`src/rtl/muldiv_ctrl.sv`:
```
// HI/LO owner and ABP initiator for the multiplier and divider units.
// Dispatches MULT/MULTU/DIV/DIVU, handles MTHI/MTLO and divide-by-zero locally, and times out lost acks.
module muldiv_ctrl #(
  parameter int unsigned TIMEOUT = 64,
  parameter int unsigned CNT_W   = 7
) (
  input  logic        sys_clock_i,
  input  logic        sys_reset_i,
  input  logic        op_valid_i,
  input  logic [2:0]  op_i,
  input  logic [31:0] a_i,
  input  logic [31:0] b_i,
  output logic        op_ready_o,
  output logic [31:0] hi_o,
  output logic [31:0] lo_o,
  output logic        done_o,
  output logic        err_o,
  output logic [31:0] mul_a_o,
  output logic [31:0] mul_b_o,
  output logic        mul_signed_o,
  output logic        mul_req_o,
  input  logic        mul_ack_i,
  input  logic [63:0] mul_product_i,
  output logic [31:0] div_a_o,
  output logic [31:0] div_b_o,
  output logic        div_signed_o,
  output logic        div_req_o,
  input  logic        div_ack_i,
  input  logic [31:0] div_quotient_i,
  input  logic [31:0] div_remainder_i
);

  typedef enum logic [1:0] {IDLE, MUL_WAIT, DIV_WAIT, DRAIN} state_t;

  localparam logic [CNT_W-1:0] TIMEOUT_C = CNT_W'(TIMEOUT);

  state_t           state_q, state_d;
  logic             ready_q;
  logic [CNT_W-1:0] cnt_q;
  logic             accept;
  logic             mul_idle, div_idle;
  logic             start_mul, start_div, div_zero, wr_hi, wr_lo;
  logic             cap_mul, cap_div, time_out;

  assign accept     = op_valid_i && ready_q;
  assign mul_idle   = (mul_ack_i == mul_req_o);
  assign div_idle   = (div_ack_i == div_req_o);
  assign op_ready_o = ready_q;

  always_comb begin
    state_d   = state_q;
    start_mul = 1'b0;
    start_div = 1'b0;
    div_zero  = 1'b0;
    wr_hi     = 1'b0;
    wr_lo     = 1'b0;
    cap_mul   = 1'b0;
    cap_div   = 1'b0;
    time_out  = 1'b0;
    case (state_q)
      IDLE: begin
        if (accept) begin
          case (op_i)
            3'b000, 3'b001: begin
              start_mul = 1'b1;
              state_d   = MUL_WAIT;
            end
            3'b010, 3'b011: begin
              if (b_i == '0) begin
                div_zero = 1'b1;
              end else begin
                start_div = 1'b1;
                state_d   = DIV_WAIT;
              end
            end
            3'b100:  wr_hi = 1'b1;
            3'b101:  wr_lo = 1'b1;
            default: ;
          endcase
        end
      end
      // An ack arriving in the timeout cycle is taken as a normal completion.
      MUL_WAIT: begin
        if (mul_idle) begin
          cap_mul = 1'b1;
          state_d = IDLE;
        end else if (cnt_q == TIMEOUT_C) begin
          time_out = 1'b1;
          state_d  = DRAIN;
        end
      end
      DIV_WAIT: begin
        if (div_idle) begin
          cap_div = 1'b1;
          state_d = IDLE;
        end else if (cnt_q == TIMEOUT_C) begin
          time_out = 1'b1;
          state_d  = DRAIN;
        end
      end
      DRAIN: begin
        if (mul_idle && div_idle) state_d = IDLE;
      end
      default: state_d = IDLE;
    endcase
  end

  always_ff @(posedge sys_clock_i or negedge sys_reset_i) begin
    if (!sys_reset_i) begin
      state_q      <= IDLE;
      ready_q      <= 1'b0;
      cnt_q        <= '0;
      hi_o         <= '0;
      lo_o         <= '0;
      done_o       <= 1'b0;
      err_o        <= 1'b0;
      mul_a_o      <= '0;
      mul_b_o      <= '0;
      mul_signed_o <= 1'b0;
      mul_req_o    <= 1'b0;
      div_a_o      <= '0;
      div_b_o      <= '0;
      div_signed_o <= 1'b0;
      div_req_o    <= 1'b0;
    end else begin
      state_q <= state_d;
      ready_q <= (state_d == IDLE);
      done_o  <= cap_mul || cap_div || div_zero;

      if (accept) begin
        err_o <= 1'b0;
        cnt_q <= '0;
      end else begin
        if (time_out) err_o <= 1'b1;
        if (state_q == MUL_WAIT || state_q == DIV_WAIT) cnt_q <= cnt_q + CNT_W'(1);
      end

      if (start_mul) begin
        mul_a_o      <= a_i;
        mul_b_o      <= b_i;
        mul_signed_o <= ~op_i[0];
        mul_req_o    <= ~mul_req_o;
      end
      if (start_div) begin
        div_a_o      <= a_i;
        div_b_o      <= b_i;
        div_signed_o <= ~op_i[0];
        div_req_o    <= ~div_req_o;
      end

      if (cap_mul) begin
        hi_o <= mul_product_i[63:32];
        lo_o <= mul_product_i[31:0];
      end
      if (cap_div) begin
        hi_o <= div_remainder_i;
        lo_o <= div_quotient_i;
      end
      if (div_zero) begin
        hi_o <= a_i;
        lo_o <= '1;
      end
      if (wr_hi) hi_o <= a_i;
      if (wr_lo) lo_o <= a_i;
    end
  end

endmodule

```
`config.mk`:
```
export PLATFORM = sky130hd
export DESIGN_NAME = muldiv_ctrl
export DESIGN_NICKNAME = d
export VERILOG_FILES = /design/src/rtl/muldiv_ctrl.sv
export SDC_FILE = /design/constraint.sdc
export NUM_CORES = 1
export LEC_CHECK = 0
export ABC_AREA = 1
export BUFFER_PORTS_ARGS = -buffer_cell sky130_fd_sc_hd__buf_2
export CORE_MARGIN = 1
export CORE_UTILIZATION = 35
export DETAILED_ROUTE_END_ITERATION = 8
export PLACE_DENSITY_LB_ADDON = 0.25
export SKIP_LAST_GASP = 1
export SYNTH_ARGS = -nofsm -noshare
export SYNTH_HDL_FRONTEND = slang
export SYNTH_SLANG_ARGS = --single-unit
```
`constraint.sdc`:
```
create_clock -name sys_clock_i -period 2.8 [get_ports sys_clock_i]
set_clock_uncertainty 0.2 [all_clocks]
set_input_delay 0.28 -clock sys_clock_i [delete_from_list [all_inputs] [get_ports sys_clock_i]]
set_output_delay 0.28 -clock sys_clock_i [all_outputs]
set_load 0.005 [all_outputs]
```
==> out/qor.csv, run 1 <==
metric;value;unit
met3 Use GR;4.05;%
crit end category;flop;
Area contributors post-synth;dfrtp_1, nand2_1, nand3_1;
most frequent cells after synthesis;nand2_1, dfrtp_1, nand3_1, inv_1, o21ai_0;
I/O Buffers;398;
# rows;62;
Max Slew Vio Count;0;
CTS tree;done;
min Tclk post-route;2.58;ns
non-filler cells, final;2209;
DR vias/cell;4.77;
DP Wirelength;26.5;mm
sequential share of the synthesized area;50.8;%
Async SR Flop Fraction;100;%
Post-synth EDFFs;0;
htree depth;1;
Arr. time, crit path;2.83;ns
top_reg_cell synth;dfrtp_1;
FILL cells;2822;
status;finished clean;
nature of the critical path startpoint;flop;
IO Pins;399;
Die Width;173;um
static leakage;8.04;nW
relative slew slack;52.5;%
drt first pass iters;5;
RSZ-0062 raised after global routing;no;
Yosys top cell area share;50.8;%
synthesized netlist cell count;1360;
layout cell share with drive strength beyond 1;25.8;%
Final period util;92.2;%
power per cell area;951;nW/um^2
Fin Setup TNS;0;ns
die area;30000;um^2
Root Buffer;clkbuf_16;
Core Box Area;28800;um^2
CP required;3.05;ns
dpl ws;0.313;ns
first-pass GRT wire length;57.6;mm
DRT iter0 DRCs;729;
VDD IR max;391;uV
post-synth cell types;27;
Area Growth Syn to Fin;39.0;%
FMAX;387;MHz
Die H;173;um
CTS Buf Count;25;
setup ws final;0.218;ns
drt wl/cell;16.6;um
worst-path fanout max;66;
Clock transition at path regs;0.06;ns
largest net degree at the start of global routing;74;
Clock Latency Late Sink;0.51;ns
vias in the first global route;10161;
Via Count;10528;
initial core utilization;35.6;%
Hold Vio Cnt, Final;0;
Hold Crit Class;input port to flop;
#FFs+latches synth;208;
Worst Max-Slew Pin Slew;0.713;ns
Synth warnings;0;
most common cell in the netlist;nand2_1;
Max Cap Viol;0;
final setup vio count;0;
Inst Count DP;2077;
Syn Std Cell Area;10300;um^2
# DRC;0;
GRT busiest layer;met2;
crit path kind;flop to flop;
post-route ant nets;0;
met2 Usage GRT;41.1;%
clk sinks;208;
syn avg cell area;7.54;um^2
initial antenna violation count;0;
Placer Congestion;0.863;
syn_nets;1566;
Overflow after GRT;0;
final WL;36.8;mm
nets@finish;2014;
biggest area consumer among synthesized cells;dfrtp_1;
met1 GRT Util;32.6;%
All-Layer GR Usage;24.5;%
number of setup buffers added after CTS;0;
maximum root-to-sink buffer count;3;
[cell families after synthesis]
| kind of cell | share of synthesized area, % |
|---|---|
| buf+inv | 9.89 |
| compound gates | 6.93 |
| simple gates | 31.2 |
| flops | 50.8 |
| fa+ha+maj | 0.732 |
| xor+xnor | 0.500 |
[worst paths after layout]
kind / startpoint / end / cells past startpoint / slack (ns)
max in group asynchronous: sys_reset_i / mul_b_o[15] / 3 / 1.49
max: div_req_o / lo_o[13] / 9 / 0.22
min: mul_product_i[8] / lo_o[8] / 7 / 0.02
max reg2reg: div_req_o / lo_o[13] / 9 / 0.22
min reg2reg: lo_o[29] / lo_o[29] / 2 / 0.28
min in group asynchronous: sys_reset_i / div_b_o[30] / 2 / 0.15
[worst max-delay path, cell delays in order (launching register included)]
cell and delay [ns]:
dfrtp_1 0.46, xnor2_4 0.20, buf_4 0.55, nand3_1 0.14, nand2_1 0.10, dlygate4sd3_1 0.55
nor2_1 0.04, nand2_1 0.06, nand3_1 0.07, nand2_1 0.06
[registers in the layout, indices dropped and copies added (netlist names), 2 cells and up]
register / count
mul_a_o: 32
div_b_o: 32
lo_o: 32
state_q: 2
mul_b_o: 32
div_a_o: 32
cnt_q: 7
hi_o: 32
[where the power goes]
group	leakage, nW	switching, mW	internal, mW
clock network	0.362	1.25	1.73
registers	2.55	0.783	4.44
logic	5.13	3.08	2.28
[layout by cell type, fill, tap and decap left out]
master / count
a21oi_1: 4
a31oi_1: 1
buf_12: 10
buf_2: 397
buf_4: 12
buf_6: 1
buf_8: 1
clkbuf_1: 9
clkbuf_16: 25
clkbuf_8: 3
clkinv_2: 4
clkinv_4: 1
clkinvlp_4: 1
dfrtp_1: 208
diode_2: 1
dlygate4sd3_1: 88
ha_1: 5
ha_2: 1
inv_1: 146
inv_8: 1
nand2_1: 461
nand2_2: 5
nand2_4: 1
nand3_1: 167
nand3_4: 1
nand3b_2: 1
nand4_1: 32
nor2_1: 91
nor2_2: 1
nor3_1: 2
nor3_2: 1
nor3_4: 1
o21ai_0: 128
o21ai_1: 7
o21ai_4: 1
or2_1: 1
xnor2_1: 3
xnor2_4: 1
xor2_1: 1
[repair_timing]
action,CTS,global route
gates resized for setup,0,1
hold buffers,88,0
endpoints found under the hold margin,241,0
endpoints found under the setup margin,0,1
[metrics by stage]
stage          total power [mW]  utilization, %  hold WS [ns]  cell area [um^2]
3_3_place_gp               10.4            43.9         0.107             12600
2_1_floorplan              7.89               -        -0.216             10300
3_5_place_dp               10.5            43.9         0.104             12600
4_1_cts                    13.7            49.5      0.000114             14200
5_1_grt                    14.7            49.5        0.0330             14300
6_report                   13.6            49.5        0.0181             14300
[metal layers]
metal / part of all wire, % / wire length (um) / up-vias
li1: - / - / 5160
met1: 44 / 16100 / 4904
met2: 48 / 17700 / 404
met3: 5.5 / 2040 / 60
met4: 2.7 / 994 / 0
met5: 0 / 0 / -
[final cells by class]
| class | count | area [um^2] | share of cell area (%) |
|---|---|---|---|
| Multi-Input combinational cell | 917 | 4090 | 28.7 |
| Antenna cell | 1 | 2.50 | 0.0176 |
| Timing Repair Buffer | 509 | 3180 | 22.3 |
| Tap cell | 384 | 480 | 3.37 |
| Clock buffer | 37 | 701 | 4.92 |
| Sequential cell | 208 | 5200 | 36.5 |
| Inverter | 147 | 553 | 3.88 |
| Clock inverter | 6 | 42.5 | 0.298 |
(Power assumes the default switching activity.)
==> inputs of run 2 (changes only) <==
--- a/config.mk
+++ b/config.mk
@@ -7,9 +7,11 @@
 export LEC_CHECK = 0
 export ABC_AREA = 1
 export BUFFER_PORTS_ARGS = -buffer_cell sky130_fd_sc_hd__buf_2
+export CAP_MARGIN = 5
 export CORE_MARGIN = 1
 export CORE_UTILIZATION = 35
 export DETAILED_ROUTE_END_ITERATION = 8
+export MAX_ROUTING_LAYER = met4
 export PLACE_DENSITY_LB_ADDON = 0.25
 export SKIP_LAST_GASP = 1
 export SYNTH_ARGS = -nofsm -noshare
==> run 2 against run 1 <==
  * Core utilization unchanged
  * Combinational power is essentially flat
  * Via count barely moved
  * Cell count did not move
  * Largest cell class unchanged
  * Highest routed layer unchanged
==> out/qor.csv, run 2 (synthesis results as in run 1) <==
metric;value;unit;change
worst reg2reg startpoint;div_req_o;;
clk sinks;208;;unchanged
Clock transition at path regs;0.06;ns;about the same
Arr. time, crit path;2.86;ns;+0.03 ns
crit path kind;flop to flop;;
setup ws final;0.191;ns;-0.0263 ns
Max Slew Vio Count;0;;unchanged
# rows;62;;unchanged
FF+latch area;5200;um^2;unchanged
DRT iter0 DRCs;701;;-3.8%
Die Width;173;um;unchanged
Clock Latency Late Sink;0.51;ns;about the same
Root Buffer;clkbuf_16;;
DR vias/cell;4.77;;about the same
power per cell area;951;nW/um^2;about the same
hold path startpoint;mul_product_i[8];;
Area Growth Syn to Fin;39.0;%;unchanged
final WL;36.7;mm;about the same
FF-to-FF setup slack;0.19;ns;-0.03 ns
VDD IR max;393;uV;+0.65%
Placer Congestion;0.878;;+1.7%
FF-to-FF path depth;9;;unchanged
met2 Usage GRT;41.1;%;about the same
most common cell after layout, fill and taps aside;nand2_1;;
largest net degree at the start of global routing;74;;unchanged
Worst Max-Slew Pin Slew;0.720;ns;+0.00742 ns
first-pass GRT wire length;57.5;mm;-0.19%
area of the multi-input gates;4090;um^2;unchanged
CTS tree;done;;
initial core utilization;35.6;%;unchanged
RSZ-0062 raised after global routing;no;;
DP Wirelength;26.5;mm;unchanged
I/O Buffers;398;;unchanged
Die H;173;um;unchanged
dpl ws;0.313;ns;unchanged
All-Layer GR Usage;25.2;%;+0.71 points
Hold Vio Cnt, Final;0;;unchanged
GRT busiest layer;met2;;
drt first pass iters;5;;unchanged
crit end category;flop;;
status;finished clean;;
non-filler cells, final;2209;;unchanged
IO Pins;399;;unchanged
static leakage;8.04;nW;unchanged
final setup vio count;0;;unchanged
die area;30000;um^2;unchanged
Core Box Area;28800;um^2;unchanged
maximum root-to-sink buffer count;3;;unchanged
nature of the critical path startpoint;flop;;
Overflow after GRT;0;;unchanged
Hold Path Stages;7;;unchanged
vias in the first global route;10175;;+0.14%
CTS Buf Count;25;;unchanged
Inst Count DP;2077;;unchanged
Fin Setup TNS;0;ns;unchanged
Final period util;93.2;%;+0.94 points
post-route ant nets;0;;unchanged
initial antenna violation count;0;;unchanged
min Tclk post-route;2.61;ns;+0.0263 ns
Fin Hold WS;0.0182;ns;+0.000119 ns
relative slew slack;52.0;%;-0.50 points
worst-path fanout max;66;;unchanged
number of setup buffers added after CTS;0;;unchanged
nets@finish;2014;;unchanged
met1 GRT Util;32.5;%;about the same
commonest non-fill, non-tap cells in the layout;nand2_1, buf_2, dfrtp_1, nand3_1, inv_1;;
Hold Crit Class;input port to flop;;
drt wl/cell;16.6;um;about the same
FMAX;383;MHz;-1.0%
CP required;3.05;ns;about the same
layout cell share with drive strength beyond 1;25.8;%;unchanged
FILL cells;2822;;unchanged
# DRC;0;;unchanged
met3 Use GR;3.58;%;-0.46 points
crit path launch;div_req_o;;
Max Cap Viol;0;;unchanged
htree depth;1;;unchanged
Power, Total;13.6;mW;about the same
Via Count;10537;;+0.085%
## run 2: layout make-up
cell class | instances | share of cell area (%)
diodes | 1 | 0.0176
clock buffers | 37 | 4.92
clock inverters | 6 | 0.298
inverters | 147 | 3.88
multi-input cells | 917 | 28.7
flip-flops and latches | 208 | 36.5
well taps | 384 | 3.37
repair buffers | 509 | 22.3
## run 2: critical path: stages (launching register included)
cell and delay [ns]:
dfrtp_1 0.46, xnor2_4 0.20, buf_4 0.56, nand3_1 0.15
nand2_1 0.10, dlygate4sd3_1 0.55, nor2_1 0.04, nand2_1 0.06
nand3_1 0.08, nand2_1 0.06
## run 2: worst paths after layout
check,end
setup / recovery,lo_o[13]
hold / removal,lo_o[8]
setup reg to reg,lo_o[13]
hold reg to reg,div_a_o[27]
max in group asynchronous,mul_b_o[15]
min in group asynchronous,div_b_o[30]
## run 2: metrics by stage
stage          instance area, um^2  util (%)
2_1_floorplan                10300         -
3_3_place_gp                 12600      43.9
3_5_place_dp                 12600      43.9
4_1_cts                      14200      49.5
5_1_grt                      14300      49.5
6_report                     14300      49.5
## run 2: metal layers
layer	part of all wire, %	up-vias	routed length, um
met5	0	-	0
met4	3.1	0	1130
met3	5.5	68	2010
met2	48	407	17500
met1	44	4896	16000
li1	-	5166	-
## run 2: what timing repair did
action,in CTS,in global routing
hold endpoints to repair,241,0
resized for setup,0,1
hold buffers,88,0
setup endpoints to repair,0,1
## run 2: report_power, final
part	total, mW	internal, mW	leakage, nW	switching [mW]
combinational	5.36	2.28	5.13	3.08
clock	2.98	1.73	0.362	1.25
sequential	5.22	4.44	2.55	0.782
total	13.6	8.45	8.04	5.11
